### config.mk
export PLATFORM = sky130hd
export DESIGN_NAME = pipe_stage_buf
export DESIGN_NICKNAME = d
export VERILOG_FILES = /design/src/rtl/pipe_stage_buf.sv
export SDC_FILE = /design/constraint.sdc
export NUM_CORES = 1
export LEC_CHECK = 0
export CAP_MARGIN = 20
export CORE_UTILIZATION = 53
export CTS_CLUSTER_SIZE = 28
export DETAILED_ROUTE_END_ITERATION = 10
export PLACE_DENSITY = 0.84
export RECOVER_POWER = 50
export SYNTH_ARGS = -nofsm -noshare
export SYNTH_HDL_FRONTEND = slang
export SYNTH_SLANG_ARGS = --single-unit
export TNS_END_PERCENT = 10
### constraint.sdc
create_clock -name clk -period 21.1 [get_ports clk]
set_input_delay 4.22 -clock clk [delete_from_list [all_inputs] [get_ports clk]]
set_output_delay 4.22 -clock clk [all_outputs]
set_load 0.02 [all_outputs]
### src/rtl/pipe_stage_buf.sv
// Generic inter-stage pipeline register with valid/ready handshake, optional
// 2-entry skid buffer, synchronous flush with payload-bit killing and perf counters.
module pipe_stage_buf #(
  parameter int                DATA_W    = 128,
  parameter logic [DATA_W-1:0] KILL_MASK = {DATA_W{1'b0}},
  parameter bit                SKID      = 1'b1,
  parameter int                CNT_W     = 16
) (
  input  logic              clk,
  input  logic              rst,
  input  logic              in_valid,
  output logic              in_ready,
  input  logic [DATA_W-1:0] in_data,
  output logic              out_valid,
  input  logic              out_ready,
  output logic [DATA_W-1:0] out_data,
  input  logic              flush,
  input  logic              clr_cnt,
  output logic [CNT_W-1:0]  stall_cnt,
  output logic [CNT_W-1:0]  bubble_cnt
);

  localparam logic [CNT_W-1:0] CNT_MAX = '1;

  logic              m_valid;
  logic [DATA_W-1:0] m_data;
  logic              acc;
  logic              pop;

  assign acc       = in_valid & in_ready;
  assign pop       = m_valid & out_ready;
  assign out_valid = m_valid;
  assign out_data  = m_data;

  if (SKID) begin : g_skid
    logic              s_valid;
    logic [DATA_W-1:0] s_data;
    logic              m_free;

    // M can take a new occupant when it is empty or being popped this cycle.
    assign m_free   = ~m_valid | out_ready;
    assign in_ready = ~s_valid;

    // NOTE: state registers use non-blocking assignments so every flop samples
    // the pre-edge values of its neighbours, independent of statement order.
    always_ff @(posedge clk or posedge rst) begin
      if (rst) begin
        m_valid <= 1'b0;
        s_valid <= 1'b0;
      end else if (flush) begin
        m_valid <= 1'b0;
        s_valid <= 1'b0;
      end else if (m_free) begin
        // acc and s_valid are mutually exclusive since in_ready = ~s_valid.
        m_valid <= s_valid | acc;
        s_valid <= 1'b0;
      end else if (acc) begin
        s_valid <= 1'b1;
      end
    end

    // NOTE: payload registers are reset because out_data must read 0 out of
    // reset; otherwise they only load on a write condition or a flush kill.
    always_ff @(posedge clk or posedge rst) begin
      if (rst) begin
        m_data <= '0;
        s_data <= '0;
      end else if (flush) begin
        m_data <= m_data & ~KILL_MASK;
        s_data <= s_data & ~KILL_MASK;
      end else if (m_free) begin
        if (s_valid) begin
          m_data <= s_data;
        end else if (acc) begin
          m_data <= in_data;
        end
      end else if (acc) begin
        s_data <= in_data;
      end
    end
  end else begin : g_reg
    assign in_ready = ~m_valid | out_ready;

    always_ff @(posedge clk or posedge rst) begin
      if (rst) begin
        m_valid <= 1'b0;
      end else if (flush) begin
        m_valid <= 1'b0;
      end else if (acc) begin
        m_valid <= 1'b1;
      end else if (pop) begin
        m_valid <= 1'b0;
      end
    end

    always_ff @(posedge clk or posedge rst) begin
      if (rst) begin
        m_data <= '0;
      end else if (flush) begin
        m_data <= m_data & ~KILL_MASK;
      end else if (acc) begin
        m_data <= in_data;
      end
    end
  end

  // Saturating perf counters; a clear on the same edge overrides the increment.
  always_ff @(posedge clk or posedge rst) begin
    if (rst) begin
      stall_cnt  <= '0;
      bubble_cnt <= '0;
    end else if (clr_cnt) begin
      stall_cnt  <= '0;
      bubble_cnt <= '0;
    end else begin
      if (m_valid && !out_ready && stall_cnt != CNT_MAX) begin
        stall_cnt <= stall_cnt + 1'b1;
      end
      if (!m_valid && bubble_cnt != CNT_MAX) begin
        bubble_cnt <= bubble_cnt + 1'b1;
      end
    end
  end

endmodule

======== Word-level counts from Yosys, hierarchy flattened ========
Cells that the tools add are included.
storage, ports and cells
  register bits ........................... 290
  input bits .............................. 134
  output and inout port bits .............. 162
operators by class
  add/sub/neg operators ................... 2
  equality and inequality tests ........... 2
  mux-type cells .......................... 11
  bitwise gates (word level) .............. 7
  reductions and logical operators ........ 12
operators with widths
  operator               count
  $mux 128               2
  $mux 16                4
  $add 16x1->16 const B  2
  $ne 16x16->1 const B   2
  $reduce_bool 2->1      4
  $reduce_and 3->1       2
  $mux 1                 5
  $not 1->1              4
  $logic_and 1x1->1      3
  $reduce_bool 3->1      1
  $logic_not 1->1        2
  $or 1x1->1             2
  $and 1x1->1            1

======== Logic depth before layout (Yosys ltp) ========
Gate-level depths: netlist of the first run.
  word-level depth ........................ 5
  gate-level depth with buffers ........... 7
  gate-level depth less buffers ........... 5

======== Worst setup path after synthesis of the first run ========
Ideal clock, no wire load.
  path type ............................... input to register
  from .................................... input out_ready
  to ...................................... register g_skid.s_data[0]
  data arrival time ....................... 5.270 ns
  data required time ...................... 20.972 ns
  path slack .............................. 15.702 ns
  stages .................................. 6
  path buffers ............................ 2
  path through ............................ nand2b_1 -> nor2_1 -> nand3_1 -> clkbuf_1 -> buf_2 -> mux2_1
on the way
  cells in the longest elaborated chain, start to end .. 3
ends and longest elaborated chain
  element                     line  source
  start: declaration          15    input logic out_ready,
  $or 1x1->1                  41    assign m_free = ~m_valid | out_ready;
  $not 1->1 (no line)         n/a
  $reduce_and 3->1 (no line)  n/a
  end signal: assignment      70    s_data <= s_data & ~KILL_MASK;
  end signal: assignment      78    s_data <= in_data;
  end: declaration            37    logic [DATA_W-1:0] s_data;
Every way passes these cells.
A chain may end at the register's enable or synchronous reset.

==> impl_results.md, run 1 <==
- Status: complete, but fails checks
- Failing checks: capacitance limit, slew limit
- Synth Area per Inst: 12.00 um^2
- Die Y: roughly 160 um
- Slew HR: -297.9%
- Ports: around 300
- Worst Tran Pin Value: just under 6 ns
- CTS tree: yes
- Num CTS Buffers: 30
- Post-CTS Resized: 0
- Distinct cells, synth: 45
- Peak VDD IR: between 0.00009 and 0.0001 V
- Post-synth top flop: dfrtp_1
- Largest net degree at the start of global routing: about 140
- Crit path cell chain: dlygate4sd3_1 > clkinvlp_2 > buf_4
- Worst-path maximum fanout: 137
- Yosys Warn Count: 0
- Power Total: ~1.6 mW
- Final Cycle Share: between 40% and 50%
- Die Wd: roughly 160 um
- Post-synthesis sequential area ratio: 57.77%
- CP required: 21.54 ns
- Setup bufs post-CTS: 0
- Root buffer cell: clkbuf_16
- Clock-pin slew on the worst setup and hold paths: about 0.06 ns
- Leading cell type in the layout, fill and taps excluded: dfrtp_1
- Routed WL: between 20000 and 30000 um
- Vias per cell: roughly 5.5
- Worst setup EP type: async pin
- Final Hold Violating Endpoints: 0
- Max stage delay cell, worst path: clkinvlp_2
- Post-synth ARST share: 100.0%
- Initial antenna violation count: 0
- GR Overflow Total: 0
- Syn_nets: ~1200
- RePlAce Congestion: slightly above 0.8
- Share of the synthesized area in the top cell type: between 50 and 60%
- DR WL/cell: 17.34 um
- N_diodes: 0
- #FFs+latches synth: slightly below 300
- Via count: between 9000 and 10000
- EDFF count, synth: 0
- Layout cells sized above 1: 5.738%
- Hold Crit Class: reg2reg
- Post-DP HPWL: 18710 um
- Final core occ: 72.93%
- Row count: 55
- Cells after DPL: between 1500 and 2000
- Most frequent cells in the layout: 289 x dfrtp_1, 165 x clkdlybuf4s50_1, 154 x nor2_1
- First-pass GRT wire length: ~46000 um
- Tmin final: around 9 ns
- DRC Markers: 0
- Synth area leaders: dfrtp_1 58%, mux2_1 12%, mux2i_1 10%
- Clock skew: roughly 0.017 ns
- Worst skew pair latency: 0.55 ns
- IO Port Bufs: between 200 and 300
- CTS Hold Bufs: 0
- Area grow syn2layout: 33.06%
- Max-Cap Viols: 4
- Post-synthesis instance total: 1047
- Synth area leader: dfrtp_1
- Drt first pass iters: 5
- Synth Cell Area: 0.01256 mm^2
- Initial core utilization: 54.81%
- GRT Resource Usage Total: about a quarter
- LEAKAGE: about 6.7 nW
- Routed Antenna Nets: 0
- Slew Limit Fails: 328
- Core ar.: ~0.023 mm^2
- FMAX: 0.1133 GHz
- RSZ-0062 raised after global routing: false
- Worst path arrival time: a little over 9 ns
- CP peak stage delay: 3.29 ns
- Setup TNS: 0 ns
- # setup viols final: 0
- Clock tree buffer depth: 3
- Critical path type: in2async
- Pwr Density: 93.01 mW/mm^2
- Vias in the first global route: about 9000
- Die area: 0.02432 mm^2
- Initial drt markers: ~470
- Clock Sinks: between 200 and 300
- Fin nets: 1455
- Final Non-Filler Cells: approximately 1700
- Htree depth: 1
- Startpoint Class: input pin
-- area by class of cell --
class	instances	area, um^2
Clock inverter	12	177.7
Tap cell	313	391.6
Multi-Input combinational cell	685	4980
Clock buffer	43	859.6
Timing Repair Buffer	306	3020
Inverter	6	23.77
Fill cell	1614	6202
Sequential cell	290	7261
-- critical path: cells and delay by family --
| kind | cells | cell delay, ns |
|---|---|---|
| buffers and inverters | 3 | 4.97 |
-- through the flow --
stage / setup WS, ns / instance area [um^2] / hold WS [ns]
floorplan: 8.874 / 12560 / 0.4640
global placement: 13.95 / 15690 / 0.4729
finish: 12.27 / 16710 / 0.4888
global route: 11.18 / 16710 / 0.4980
detailed placement: 13.96 / 15690 / 0.4808
CTS: 14.50 / 16720 / 0.4941
-- final timing paths --
| path | startpoint | endpoint | slack [ns] | cells after the start |
|---|---|---|---|---|
| min | g_skid.s_data[43] | g_skid.s_data[43] | 0.49 | 1 |
| max in group clk | out_ready | out_data[40] | 12.41 | 6 |
| min reg2reg | g_skid.s_data[43] | g_skid.s_data[43] | 0.49 | 1 |
| min in group asynchronous | rst | out_data[95] | 5.98 | 2 |
| max reg2reg | g_skid.s_valid | out_data[40] | 15.93 | 5 |
| max | rst | g_skid.s_valid | 12.27 | 3 |
-- synthesized netlist by cell type (2+ instances only) --
master and count:
buf_1 4, and2_1 2, ha_1 2, o31ai_1 3, nand2b_1 3, or4_1 5, inv_1 6, mux2i_1 129
nor4b_1 2, mux2_1 134, nor2_1 154, nor2b_1 17, or3_1 5, a211oi_1 3, nand3_1 6, nor3_1 6
a21oi_1 143, nor4_2 2, buf_2 44, and3_1 3, clkbuf_1 16, nand2_1 16, dfrtp_1 290, nor4_1 3
nand4_1 12, mux2_2 9, o21ai_0 7, a31oi_1 4
-- state kept, by name, indices dropped and copies added, names as in the netlist --
signal / cells
out_valid: 1
g_skid.s_data: 128
bubble_cnt: 16
g_skid.s_valid: 1
stall_cnt: 16
out_data: 128
-- cells by family after synthesis --
group	count (synthesis)	share of synthesized area [%]
flip-flops	290	57.77
AND/OR/NAND/NOR	245	9.274
multiplexers	272	23.10
XOR/XNOR	1	0.06974
buffers and inverters	72	2.680
AO/OA/AOI/OAI	165	6.903
adder cells (fa/ha/maj)	2	0.1992
-- metal layers --
metal	up-vias	share of wire [%]	wire length [um]	GRT usage, %
met5	-	0	0	0
li1	4244	-	-	-
met3	51	7.5	2140	6.306
met2	284	49	14000	38.88
met4	0	2.7	789	7.610
met1	4460	41	11760	30.55
-- report_power, final --
part           total (mW)  internal, mW  switching, mW  leakage [nW]
clock               0.550         0.332          0.218         0.508
sequential          0.717         0.661         0.0558          3.44
combinational       0.288         0.141          0.146          2.79
(Power assumes the default switching activity.)
==> run 2, diff against run 1 <==
--- a/config.mk
+++ b/config.mk
@@ -6,10 +6,10 @@
 export NUM_CORES = 1
 export LEC_CHECK = 0
 export CAP_MARGIN = 20
-export CORE_UTILIZATION = 53
+export CORE_UTILIZATION = 50
 export CTS_CLUSTER_SIZE = 28
 export DETAILED_ROUTE_END_ITERATION = 10
-export PLACE_DENSITY = 0.84
+export PLACE_DENSITY = 0.8
 export RECOVER_POWER = 50
 export SYNTH_ARGS = -nofsm -noshare
 export SYNTH_HDL_FRONTEND = slang
==> constraint.sdc (replaced) <==
create_clock -name clk -period 8.5 [get_ports clk]
set_input_delay 1.7 -clock clk [delete_from_list [all_inputs] [get_ports clk]]
set_output_delay 1.7 -clock clk [all_outputs]
set_load 0.02 [all_outputs]
==> run 2 against run 1 <==
Net effect:
- the flow still finishes with violations (capacitance limit, slew limit)
- register-to-register slack worse by 10 ns
- total power up 150%
- sequential power rose by 150%
- setup slack worse by 7.9 ns
- clock skew shrank 0.0072 ns
- routed wire length decreased by 0.21%
- final area hardly changed
- largest power group unchanged
==> impl_results.md, run 2 (synthesized netlist as in run 1, its figures left out) <==
- Clock Sinks: 290 (unchanged)
- # setup viols final: 0 (unchanged)
- Initial core utilization: 51.35% (-3.5 points)
- Worst Tran Pin Value: 2.316 ns (-3.620 ns)
- Num CTS Buffers: 31 (+3.3%)
- Worst skew pair latency: 0.56 ns (about the same)
- Clock-pin slew on the worst setup and hold paths: 0.06 ns (about the same)
- Initial antenna violation count: 1 (+1)
- Htree depth: 1 (unchanged)
- Final instance area: 0.01672 mm^2 (about the same)
- Via count: 8971 (-0.75%)
- Vias in the first global route: 9104 (+1.4%)
- Sw frac: 26.98% (-0.047 points)
- Final Hold Violating Endpoints: 0 (unchanged)
- CTS Hold Bufs: 0 (unchanged)
- DR WL/cell: 17.16 um (-0.99%)
- Startpoint Class: input pin
- Worst path arrival time: 4.28 ns (-4.98 ns)
- IO Port Bufs: 295 (unchanged)
- Crit path cell chain: dlygate4sd3_1 > clkinvlp_2 > clkbuf_1
- Ports: 296 (unchanged)
- Slew Limit Fails: 96 (-71%)
- Largest net degree at the start of global routing: 257 (+86%)
- Final Non-Filler Cells: 1668 (+0.79%)
- Drt first pass iters: 6 (+1)
- Fin nets: 1453 (-0.14%)
- Status: complete, but fails checks
- RSZ-0062 raised after global routing: false
- Routed WL: 28630 um (-0.21%)
- Share of power burned in registers: 46.1% (about the same)
- RePlAce Congestion: 0.8521 (+2.7%)
- CTS tree: yes
- Root buffer cell: clkbuf_16
- Core ar.: 0.02446 mm^2 (+6.7%)
- Pwr Density: 230.8 mW/mm^2 (+150%)
- Hold Crit Class: reg2reg
- Die Wd: 160.5 um (+2.9%)
- Area grow syn2layout: 33.12% (about the same)
- Row count: 57 (+3.6%)
- Int Pwr: 2.819 mW (+150%)
- Die area: 0.02576 mm^2 (+5.9%)
- Most frequent cells in the layout: 289 x dfrtp_1, 279 x clkdlybuf4s50_1, 154 x nor2_1
- Crit path buffers/inverters: 3 (unchanged)
- First-pass GRT wire length: 46590 um (+1.4%)
- Tmin final: ~4.1 ns
- Power Total: 3.860 mW (+150%)
- Leading cell type in the layout, fill and taps excluded: dfrtp_1
- FMAX: approximately 0.24 GHz
- Hold Slack: 0.4876 ns (-0.001225 ns)
- Critical path type: in2async
- Die Y: 160.5 um (+2.9%)
- Clock tree buffer depth: 3 (unchanged)
- DP Area: 0.01572 mm^2 (+0.18%)
- Final Cycle Share: 48.19%
- CP peak stage delay: 1.69 ns (-1.60 ns)
- Vias per cell: 5.378 (-1.5%)
- Post-CTS Resized: 0 (unchanged)
- Post-DP HPWL: 18360 um (-1.9%)
- Worst setup EP type: async pin
- Failing checks: capacitance limit, slew limit
- DRC Markers: 0 (unchanged)
- Clock Power Share: 34.7% (-0.7 points)
- GR Overflow Total: 0 (unchanged)
- Initial drt markers: 462 (-0.65%)
- Top delay family on crit path: buffers and inverters
- LEAKAGE: 6.783 nW (+0.70%)
- Cells after DPL: 1608 (+0.63%)
- Peak VDD IR: 0.0001856 V (+92%)
- Setup bufs post-CTS: 0 (unchanged)
- GRT Resource Usage Total: 22.35% (-1.3 points)
- Max-Cap Viols: 2 (-2)
- Slew HR: -54.37% (+240 points)
- Switching Power: 1.041 mW (+150%)
- Routed Antenna Nets: 0 (unchanged)
- Layout cells sized above 1: 5.738% (unchanged)
- Max stage delay cell, worst path: clkbuf_1
- CP required: 8.68 ns (-12.86 ns)
- Worst-path maximum fanout: 44 (-68%)
- Gate power share: 19.2% (+0.7 points)
- Flop-to-flop setup slack: 5.57 ns (-10.36 ns)
- Setup TNS: 0 ns (unchanged)
- Clock skew: 0.009803 ns (-0.007205 ns)
-- run 2: cell types whose count changed in the layout (fill, tap and decap cells not counted), sizes merged --
cell | before | now
dlygate4sd3 | 130 | 16
clkdlybuf4s50 | 165 | 279
bufinv | 4 | 3
inv | 5 | 6
clkinv | 7 | 9
diode | 0 | 2
clkbuf | 48 | 46
-- run 2: area by class of cell --
class                           instances  area [um^2]
Inverter                                6        23.77
Clock buffer                           44        864.6
Multi-Input combinational cell        685         4980
Tap cell                              324        405.4
Fill cell                            1804         7741
Timing Repair Buffer                  303         3030
Antenna cell                            2        5.005
Clock inverter                         14        151.4
Sequential cell                       290         7261
-- run 2: path summary, 6_finish.rpt --
check / depth (start not counted) / start / end
worst min register to register: 1 / g_skid.s_data[25] / g_skid.s_data[25]
worst max-delay path: 3 / rst / out_data[2]
min in group asynchronous: 2 / rst / g_skid.s_data[91]
worst min-delay path: 1 / g_skid.s_data[25] / g_skid.s_data[25]
max in group clk: 6 / out_ready / g_skid.s_data[42]
worst max register to register: 5 / out_valid / g_skid.s_data[42]
-- run 2: metrics by stage --
stage                     setup WS [ns]  util [%]
after global placement            3.900     64.24
after CTS                         4.443     68.40
after detailed placement          3.873     64.24
after floorplan                   2.953         -
final                             4.404     68.35
after global routing              3.689     68.34
-- run 2: layer usage --
layer	vias up	track usage [%]	wire [um]
met1	4385	27.90	11620
met5	-	0	0
li1	4246	-	-
met4	0	8.788	1146
met3	64	6.276	2258
met2	276	36.80	13600
-- run 2: power groups by stage --
stage	clock network (mW)	registers, mW	logic (mW)
after floorplan	0	1.90	0.282
after global placement	0	1.79	0.731
after detailed placement	0	1.80	0.751
after CTS	1.37	1.78	0.757
after global routing	1.42	1.81	0.803
final	1.34	1.78	0.742
